<file path="config.mk">
export PLATFORM = sky130hd
export DESIGN_NAME = ahb_master_flat
export DESIGN_NICKNAME = d
export VERILOG_FILES = /design/src/rtl/ahb_master_if.sv /design/src/rtl/ahb_master.sv /design/src/flat_wrapper.sv
export SDC_FILE = /design/constraint.sdc
export NUM_CORES = 1
export LEC_CHECK = 0
export ABC_AREA = 1
export CAP_MARGIN = 5
export CELL_PAD_IN_SITES_DETAIL_PLACEMENT = 1
export CELL_PAD_IN_SITES_GLOBAL_PLACEMENT = 2
export CORE_MARGIN = 2
export CORE_UTILIZATION = 25
export CTS_BUF_LIST = sky130_fd_sc_hd__clkbuf_2 sky130_fd_sc_hd__clkbuf_4 sky130_fd_sc_hd__clkbuf_8
export CTS_CLUSTER_DIAMETER = 200
export DETAILED_ROUTE_END_ITERATION = 7
export GPL_ROUTABILITY_DRIVEN = 0
export PLACE_DENSITY_LB_ADDON = 0.3
export SLEW_MARGIN = 25
export SYNTH_ARGS = -nofsm -noshare
export SYNTH_HDL_FRONTEND = slang
export SYNTH_SLANG_ARGS = --single-unit
</file>
<file path="constraint.sdc">
create_clock -name i_clk -period 1.6 [get_ports i_clk]
set_input_delay 0.32 -clock i_clk [delete_from_list [all_inputs] [get_ports i_clk]]
set_output_delay 0.32 -clock i_clk [all_outputs]
set_load 0.03 [all_outputs]
</file>
<file path="src/rtl/ahb_master_if.sv">
// Core request/ack port plus 16-bit AHB-lite bus seen by the SCSU AHB master.
// The master modport is the initiator's view; the slave modport is the core/bus side.
interface ahb_master_if;
    logic        core_req;
    logic        core_wr;
    logic [1:0]  core_size;
    logic [15:0] core_addr;
    logic [15:0] core_wdata;
    logic        core_ack;
    logic        core_done;
    logic        core_err;
    logic [15:0] core_rdata;

    logic [1:0]  scsu_m_ahb_mhtrans;
    logic [1:0]  scsu_m_ahb_mhsize;
    logic        scsu_m_ahb_mhwrite;
    logic [15:0] scsu_m_ahb_mhaddr;
    logic [15:0] scsu_m_ahb_mhwdata;
    logic [15:0] ahb_scsu_m_shrdata;
    logic        ahb_scsu_m_shready;
    logic [1:0]  ahb_scsu_m_shresp;

    modport master (
        input  core_req, core_wr, core_size, core_addr, core_wdata,
        output core_ack, core_done, core_err, core_rdata,
        output scsu_m_ahb_mhtrans, scsu_m_ahb_mhsize, scsu_m_ahb_mhwrite,
        output scsu_m_ahb_mhaddr, scsu_m_ahb_mhwdata,
        input  ahb_scsu_m_shrdata, ahb_scsu_m_shready, ahb_scsu_m_shresp
    );

    modport slave (
        output core_req, core_wr, core_size, core_addr, core_wdata,
        input  core_ack, core_done, core_err, core_rdata,
        input  scsu_m_ahb_mhtrans, scsu_m_ahb_mhsize, scsu_m_ahb_mhwrite,
        input  scsu_m_ahb_mhaddr, scsu_m_ahb_mhwdata,
        output ahb_scsu_m_shrdata, ahb_scsu_m_shready, ahb_scsu_m_shresp
    );
endinterface

</file>
<file path="src/rtl/ahb_master.sv">
// AHB-lite master: pipelined NONSEQ singles from the core req/ack port, with wait states,
// two-cycle ERROR recovery (pending address phase re-issued) and a data-phase timeout.
module ahb_master #(
    parameter int TIMEOUT_CYCLES = 16
) (
    input  logic         i_clk,
    input  logic         i_rst,
    ahb_master_if.master bus
);
    localparam int              CW       = $clog2(TIMEOUT_CYCLES + 1);
    localparam logic [CW-1:0]   CNT_LAST = CW'(TIMEOUT_CYCLES - 1);

    logic        r_a_vld, r_a_ill, r_a_wr;
    logic [1:0]  r_a_size;
    logic [15:0] r_a_addr, r_a_wdata;
    logic        r_d_vld, r_d_ill, r_d_wr, r_d_half, r_d_a0;
    logic        r_abort;
    logic [CW-1:0] r_cnt;
    logic        r_done, r_err;
    logic [15:0] r_rdata, r_mhwdata;

    logic        w_rdy, w_ok, w_ack, w_acc, w_to, w_d_ret, w_err1, w_a_adv;
    logic [15:0] w_rd_val, w_wr_val;

    assign w_rdy   = bus.ahb_scsu_m_shready;
    assign w_ok    = (bus.ahb_scsu_m_shresp == 2'b00);
    assign w_ack   = !i_rst && !r_abort && (!r_a_vld || w_rdy) && !(r_d_vld && !w_rdy && r_a_vld);
    assign w_acc   = bus.core_req && w_ack;
    assign w_to    = r_d_vld && !w_rdy && (r_cnt == CNT_LAST);
    assign w_d_ret = r_d_vld && w_rdy;
    assign w_err1  = r_d_vld && !r_d_ill && !r_abort && !w_rdy && !w_ok;
    // The held transfer stays off the bus while ABORT is set and re-issues once it clears.
    assign w_a_adv = r_a_vld && !r_abort && w_rdy;

    assign w_rd_val = r_d_half ? bus.ahb_scsu_m_shrdata
                               : {8'h00, r_d_a0 ? bus.ahb_scsu_m_shrdata[15:8]
                                                : bus.ahb_scsu_m_shrdata[7:0]};
    assign w_wr_val = r_a_size[0] ? r_a_wdata : {2{r_a_wdata[7:0]}};

    always_ff @(posedge i_clk) begin
        if (i_rst) begin
            r_a_vld   <= 1'b0;
            r_a_ill   <= 1'b0;
            r_a_wr    <= 1'b0;
            r_a_size  <= 2'b00;
            r_a_addr  <= 16'h0000;
            r_a_wdata <= 16'h0000;
            r_d_vld   <= 1'b0;
            r_d_ill   <= 1'b0;
            r_d_wr    <= 1'b0;
            r_d_half  <= 1'b0;
            r_d_a0    <= 1'b0;
            r_abort   <= 1'b0;
            r_cnt     <= '0;
            r_done    <= 1'b0;
            r_err     <= 1'b0;
            r_rdata   <= 16'h0000;
            r_mhwdata <= 16'h0000;
        end else begin
            r_done <= 1'b0;
            r_err  <= 1'b0;

            if (w_to) begin
                r_d_vld <= 1'b0;
                r_abort <= 1'b0;
                r_done  <= 1'b1;
                r_err   <= 1'b1;
            end else if (w_d_ret) begin
                r_d_vld <= 1'b0;
                r_abort <= 1'b0;
                r_done  <= 1'b1;
                r_err   <= r_d_ill || r_abort || !w_ok;
                if (!r_d_ill && !r_d_wr && !r_abort && w_ok)
                    r_rdata <= w_rd_val;
            end else if (w_err1) begin
                r_abort <= 1'b1;
            end

            if (r_d_vld && !w_rdy)
                r_cnt <= r_cnt + CW'(1);

            // Illegal-size transfers ride the pipeline as an IDLE slot so they retire in order.
            if (w_a_adv) begin
                r_d_vld  <= 1'b1;
                r_d_ill  <= r_a_ill;
                r_d_wr   <= r_a_wr;
                r_d_half <= r_a_size[0];
                r_d_a0   <= r_a_addr[0];
                r_cnt    <= '0;
                if (r_a_wr && !r_a_ill)
                    r_mhwdata <= w_wr_val;
            end
            if (w_a_adv || w_to)
                r_a_vld <= 1'b0;

            if (w_acc) begin
                if (bus.core_size[1] && !r_a_vld && !r_d_vld) begin
                    r_done <= 1'b1;
                    r_err  <= 1'b1;
                end else begin
                    r_a_vld   <= 1'b1;
                    r_a_ill   <= bus.core_size[1];
                    r_a_wr    <= bus.core_wr;
                    r_a_size  <= bus.core_size;
                    r_a_addr  <= bus.core_addr;
                    r_a_wdata <= bus.core_wdata;
                end
            end
        end
    end

    assign bus.core_ack           = w_ack;
    assign bus.core_done          = r_done;
    assign bus.core_err           = r_err;
    assign bus.core_rdata         = r_rdata;
    assign bus.scsu_m_ahb_mhtrans = {r_a_vld && !r_a_ill && !r_abort, 1'b0};
    assign bus.scsu_m_ahb_mhsize  = r_a_size;
    assign bus.scsu_m_ahb_mhwrite = r_a_wr;
    assign bus.scsu_m_ahb_mhaddr  = r_a_addr;
    assign bus.scsu_m_ahb_mhwdata = r_mhwdata;
endmodule

</file>
<file path="src/flat_wrapper.sv">
// flat-port wrapper written by rule: the top's interface ports become plain ports
module ahb_master_flat 
#(
    parameter int TIMEOUT_CYCLES = 16
)
  (i_clk, i_rst, bus_core_req, bus_core_wr, bus_core_size, bus_core_addr, bus_core_wdata, bus_core_ack, bus_core_done, bus_core_err, bus_core_rdata, bus_scsu_m_ahb_mhtrans, bus_scsu_m_ahb_mhsize, bus_scsu_m_ahb_mhwrite, bus_scsu_m_ahb_mhaddr, bus_scsu_m_ahb_mhwdata, bus_ahb_scsu_m_shrdata, bus_ahb_scsu_m_shready, bus_ahb_scsu_m_shresp);
  ahb_master_if bus_i ();
  input  logic i_clk;
  input  logic i_rst;
  input wire logic [$bits(bus_i.core_req)-1:0] bus_core_req;
  input wire logic [$bits(bus_i.core_wr)-1:0] bus_core_wr;
  input wire logic [$bits(bus_i.core_size)-1:0] bus_core_size;
  input wire logic [$bits(bus_i.core_addr)-1:0] bus_core_addr;
  input wire logic [$bits(bus_i.core_wdata)-1:0] bus_core_wdata;
  output wire logic [$bits(bus_i.core_ack)-1:0] bus_core_ack;
  output wire logic [$bits(bus_i.core_done)-1:0] bus_core_done;
  output wire logic [$bits(bus_i.core_err)-1:0] bus_core_err;
  output wire logic [$bits(bus_i.core_rdata)-1:0] bus_core_rdata;
  output wire logic [$bits(bus_i.scsu_m_ahb_mhtrans)-1:0] bus_scsu_m_ahb_mhtrans;
  output wire logic [$bits(bus_i.scsu_m_ahb_mhsize)-1:0] bus_scsu_m_ahb_mhsize;
  output wire logic [$bits(bus_i.scsu_m_ahb_mhwrite)-1:0] bus_scsu_m_ahb_mhwrite;
  output wire logic [$bits(bus_i.scsu_m_ahb_mhaddr)-1:0] bus_scsu_m_ahb_mhaddr;
  output wire logic [$bits(bus_i.scsu_m_ahb_mhwdata)-1:0] bus_scsu_m_ahb_mhwdata;
  input wire logic [$bits(bus_i.ahb_scsu_m_shrdata)-1:0] bus_ahb_scsu_m_shrdata;
  input wire logic [$bits(bus_i.ahb_scsu_m_shready)-1:0] bus_ahb_scsu_m_shready;
  input wire logic [$bits(bus_i.ahb_scsu_m_shresp)-1:0] bus_ahb_scsu_m_shresp;
  assign bus_i.core_req = bus_core_req;
  assign bus_i.core_wr = bus_core_wr;
  assign bus_i.core_size = bus_core_size;
  assign bus_i.core_addr = bus_core_addr;
  assign bus_i.core_wdata = bus_core_wdata;
  assign bus_core_ack = bus_i.core_ack;
  assign bus_core_done = bus_i.core_done;
  assign bus_core_err = bus_i.core_err;
  assign bus_core_rdata = bus_i.core_rdata;
  assign bus_scsu_m_ahb_mhtrans = bus_i.scsu_m_ahb_mhtrans;
  assign bus_scsu_m_ahb_mhsize = bus_i.scsu_m_ahb_mhsize;
  assign bus_scsu_m_ahb_mhwrite = bus_i.scsu_m_ahb_mhwrite;
  assign bus_scsu_m_ahb_mhaddr = bus_i.scsu_m_ahb_mhaddr;
  assign bus_scsu_m_ahb_mhwdata = bus_i.scsu_m_ahb_mhwdata;
  assign bus_i.ahb_scsu_m_shrdata = bus_ahb_scsu_m_shrdata;
  assign bus_i.ahb_scsu_m_shready = bus_ahb_scsu_m_shready;
  assign bus_i.ahb_scsu_m_shresp = bus_ahb_scsu_m_shresp;
  ahb_master #(.TIMEOUT_CYCLES(TIMEOUT_CYCLES)) u_core (.i_clk(i_clk), .i_rst(i_rst), .bus(bus_i));
endmodule
</file>
After elaboration in Yosys (flattened, before gate mapping):

Cells that the tools add are included.

* equality and inequality tests: 1
* add/subtract/negate cells: 1
* bitwise gates (word level): 2
* reductions and logical operators: 43
* multiplexer cells: 17

Operators with widths (count)
* 2-to-1 mux 16 bit: 2
* logical AND 1 bit: 22
* 2-to-1 mux 1 bit: 14
* logical NOT 1 bit: 10
* 2-to-1 mux 8 bit: 1
* adder 5 x 1 -> 5 bit, second input constant: 1
* equality test 5 x 4 -> 1 bit, second input constant: 1
* logical OR 1 bit: 4
* AND reduction 2 bit: 2
* AND reduction 3 bit: 1
* nonzero test 3 bit: 1
* OR reduction 3 bit: 1
* logical NOT 2 bit: 1
* NOT 1 bit: 2
* OR reduction 2 bit: 1

* word-level logic and storage cells: 81
* register bits: 82
* output and inout bits: 56
* bits of input ports: 57

Depth between registers and ports, before layout:

* depth in word-level cells: 7
* gate-level depth with buffers: 8
* gate-level depth less buffers: 8

Least setup slack after synthesis:

OpenSTA, ideal clock, no wires.

* kind: flip-flop to output port
* start point: reg u_core.r_a_vld
* end point: out bus_scsu_m_ahb_mhtrans[1]
* buffers on the path: 0
* stages on the path, launching flop included: 3
* setup slack: 0.207 ns
* required time: 1.280 ns
* arrival: 1.073 ns
* path through: dfxtp_1 -> inv_2 -> nor3_1

* longest elaborated chain between the ends: 2

RTL lines
* from (decl): RTL line ahb_master.sv:13 `logic r_a_vld, r_a_ill, r_a_wr;`
* from (signal assigned): RTL line ahb_master.sv:42 `r_a_vld <= 1'b0;`
* from (signal assigned): RTL line ahb_master.sv:94 `r_a_vld <= 1'b0;`
* from (signal assigned): RTL line ahb_master.sv:101 `r_a_vld <= 1'b1;`
* logical AND 1 bit (2 in series): RTL line ahb_master.sv:116 `assign bus.scsu_m_ahb_mhtrans = {r_a_vld && !r_a_ill && !r_abort, 1'b0};`
* to (decl): RTL line flat_wrapper.sv:19 `output wire logic [$bits(bus_i.scsu_m_ahb_mhtrans)-1:0] bus_scsu_m_ahb_mhtrans;`

Every way passes these cells.

Final worst setup path:

* start point: in i_rst
* end point: out bus_core_ack

* longest elaborated chain between the ends: 4

RTL lines
* from (decl): RTL line flat_wrapper.sv:9 `input logic i_rst;`
* logical NOT 1 bit: RTL line ahb_master.sv:27 `assign w_ack = !i_rst && !r_abort && (!r_a_vld || w_rdy) && !(r_d_vld && !w_rdy && r_a_vld);`
* logical AND 1 bit (3 in series): RTL line ahb_master.sv:27
* to (decl): RTL line flat_wrapper.sv:15 `output wire logic [$bits(bus_i.core_ack)-1:0] bus_core_ack;`

Every way passes these cells.

==> metrics.txt <==
Yosys warnings 0; slowest CP cell clkdlybuf4s50_1; Req. time, crit path 1.28 ns; port buffer count 111; Mapped Cells 512; CTS tree yes; Mean Syn Cell Area 6.84 sq um; area leader, netlist dfxtp_1; wire length per cell approximately 13 um; die area 0.0150 sq mm; EDFF count, synth 0; outcome complete, no violations; peak supply drop 0.468 mV; Final Critical Period between 1.5 and 2 ns; CP Max Fanout 2; Final Hold Fails 0; RSZ-0062 raised after global routing false; # clock sinks 81; Antenna Violating Nets Remaining 0; vias in the first global route roughly 3600; Tcrit/Tclk final between 90% and 100%; WL final 10500 um; clk_lat worst skew 0.37 ns; Lkg Pwr 0.00251 uW; pwr dens 843 mW/mm^2; first-pass GRT wire length 17300 um; maximum clock rate 646 MHz; Critical Path Max Stage Delay roughly 0.43 ns; Iter 0 DRT Violations 122; Mapped Area 0.00350 sq mm; core box area approximately 0.014 sq mm; crit start category input pin; max-slew violations 0; Area after DPL 0.00494 sq mm; clk buf depth 2; Post-CTS Setup Bufs 0; CP Class input pin to primary output; Setup TNS Final 0 ns; ANT cells 0; Worst Setup End Kind primary output; total iterations of the first detailed-routing run 4; Root Buffer clkbuf_8; area delta synth->final 44.8%; GRT Total Usage 14.8%; hold_buf cts 0; most frequent cell after synthesis nor2_1; GRT overflow 0; post-route cell area a little over 0.005 sq mm; chip height 122 um; initial core utilization 25.4%; top_reg_cell synth dfxtp_1; share of the synthesized area in the top cell type 46.3%; Synth area leaders dfxtp_1 (46%), nor2_1 (15%), nand2_1 (11%), nand3_1 (7.1%), inv_1 (5.1%); Mapped Nets 571; I/O pin count 113; Yosys reg bits 81; count of cell types in the netlist 26; Die W roughly 120 um; share of layout cells above drive strength 1 9.72%; DRC 0; setup violators final 0; Layout Nets 692; Hold WC Path Type flip-flop to flip-flop; DR vias 3518; Post-DP HPWL 7820 um; Worst Path Arrival between 1 and 1.5 ns; Post-Place Setup Slack -0.216 ns; critical-path cell list clkdlybuf4s50_1, nor2_1, nand2_2, inv_1, buf_4; initial antenna violation count 1; Max Cap Viol 0; Post-synth ARST share 0%; synth cell count leaders nor2_1 (137), nand2_1 (99), dfxtp_1 (81); sequential area share after synthesis about 46%; skew final roughly 0.0077 ns; cts bufs inserted 9; H-tree levels 3; Via density 4.30; Rows 43; largest net degree at the start of global routing 38; final setup margin 0.0516 ns; clock-pin slew on the worst setup and hold paths 0.08 ns
-- per-stage QoR --
step           hold slack, ns  power [uW]  util (%)  cells
5_1_grt                 0.501        4530      36.9    818
4_1_cts                 0.477        4380      36.8    818
3_3_place_gp            0.451        2860      35.9    802
2_1_floorplan           0.382        2530         -    512
6_report                0.470        4280      36.9    818
3_5_place_dp            0.464        2870      35.9    802
-- worst max-delay path: cells and delay by family --
kind,cells,cell delay [ns]
simple gates,2,0.26
buf+inv,3,0.64
-- per-layer routing --
| layer | vias to the layer above | routed length, um | track usage (%) |
|---|---|---|---|
| li1 | 1818 | - | - |
| met1 | 1610 | 4690 | 17.6 |
| met2 | 76 | 5100 | 25.2 |
| met3 | 12 | 603 | 5.02 |
| met4 | 2 | 122 | 4.09 |
| met5 | - | 13 | 0 |
-- area by class of cell --
class | count | area [sq um]
clock buffer | 14 | 186
multi-input combinational | 353 | 1540
tap | 180 | 225
timing repair buffer | 135 | 1290
inverter | 53 | 199
fill | 1798 | 8700
sequential | 81 | 1620
clock inverter | 2 | 10.0
-- repair_timing --
item,in CTS,in global routing
endpoints found under the hold margin,0,0
endpoints found under the setup margin,54,2
gates resized for setup,54,5
pin swaps,0,0
-- cells in the final DEF (no fill, tap or decap), types with 2 or more instances in the layout --
cell,count
inv_1,48
buf_12,6
nand3_1,50
dlygate4sd2_1,52
inv_2,4
a21oi_2,2
nor2_4,3
nand2_1,98
a21oi_1,14
buf_4,21
nor3_1,2
clkbuf_8,13
o21ai_0,33
nor2_1,137
nand2_2,2
clkinv_2,2
dfxtp_2,2
dfxtp_1,79
nand3_2,2
xor2_1,2
clkdlybuf4s50_1,55
ha_1,2
-- state kept, by name, indices dropped and copies added, names as in the netlist, 2 cells and up --
signal	count
u_core.r_cnt	5
u_core.bus.scsu_m_ahb_mhwdata	16
u_core.r_a_wdata	16
u_core.bus.scsu_m_ahb_mhsize	2
u_core.bus.scsu_m_ahb_mhaddr	16
u_core.bus.core_rdata	16
-- report_power, final --
part           internal [uW]  leakage [uW]  switching [uW]
Clock                    747      0.000106             747
Sequential              2080      0.000658            48.0
Combinational            295       0.00174             360
-- cells by family after synthesis --
kind of cell,after synthesis,synth area share (%)
simple gates,297,34.9
flops,81,46.3
buf+inv,78,9.92
compound gates,51,7.57
xor+xnor,2,0.500
fa+ha+maj,2,0.714
other cells,1,0.107
-- worst paths after layout --
path / startpoint / end / slack [ns] / depth (start not counted)
hold / removal: u_core.r_cnt[4] / u_core.r_cnt[4] / 0.47 / 2
setup reg to reg: u_core.r_cnt[0] / u_core.r_cnt[4] / 0.15 / 6
setup / recovery: i_rst / bus_core_ack / 0.05 / 5
hold reg to reg: u_core.r_cnt[4] / u_core.r_cnt[4] / 0.47 / 2
No activity file was read; power rests on OpenSTA's default activity.
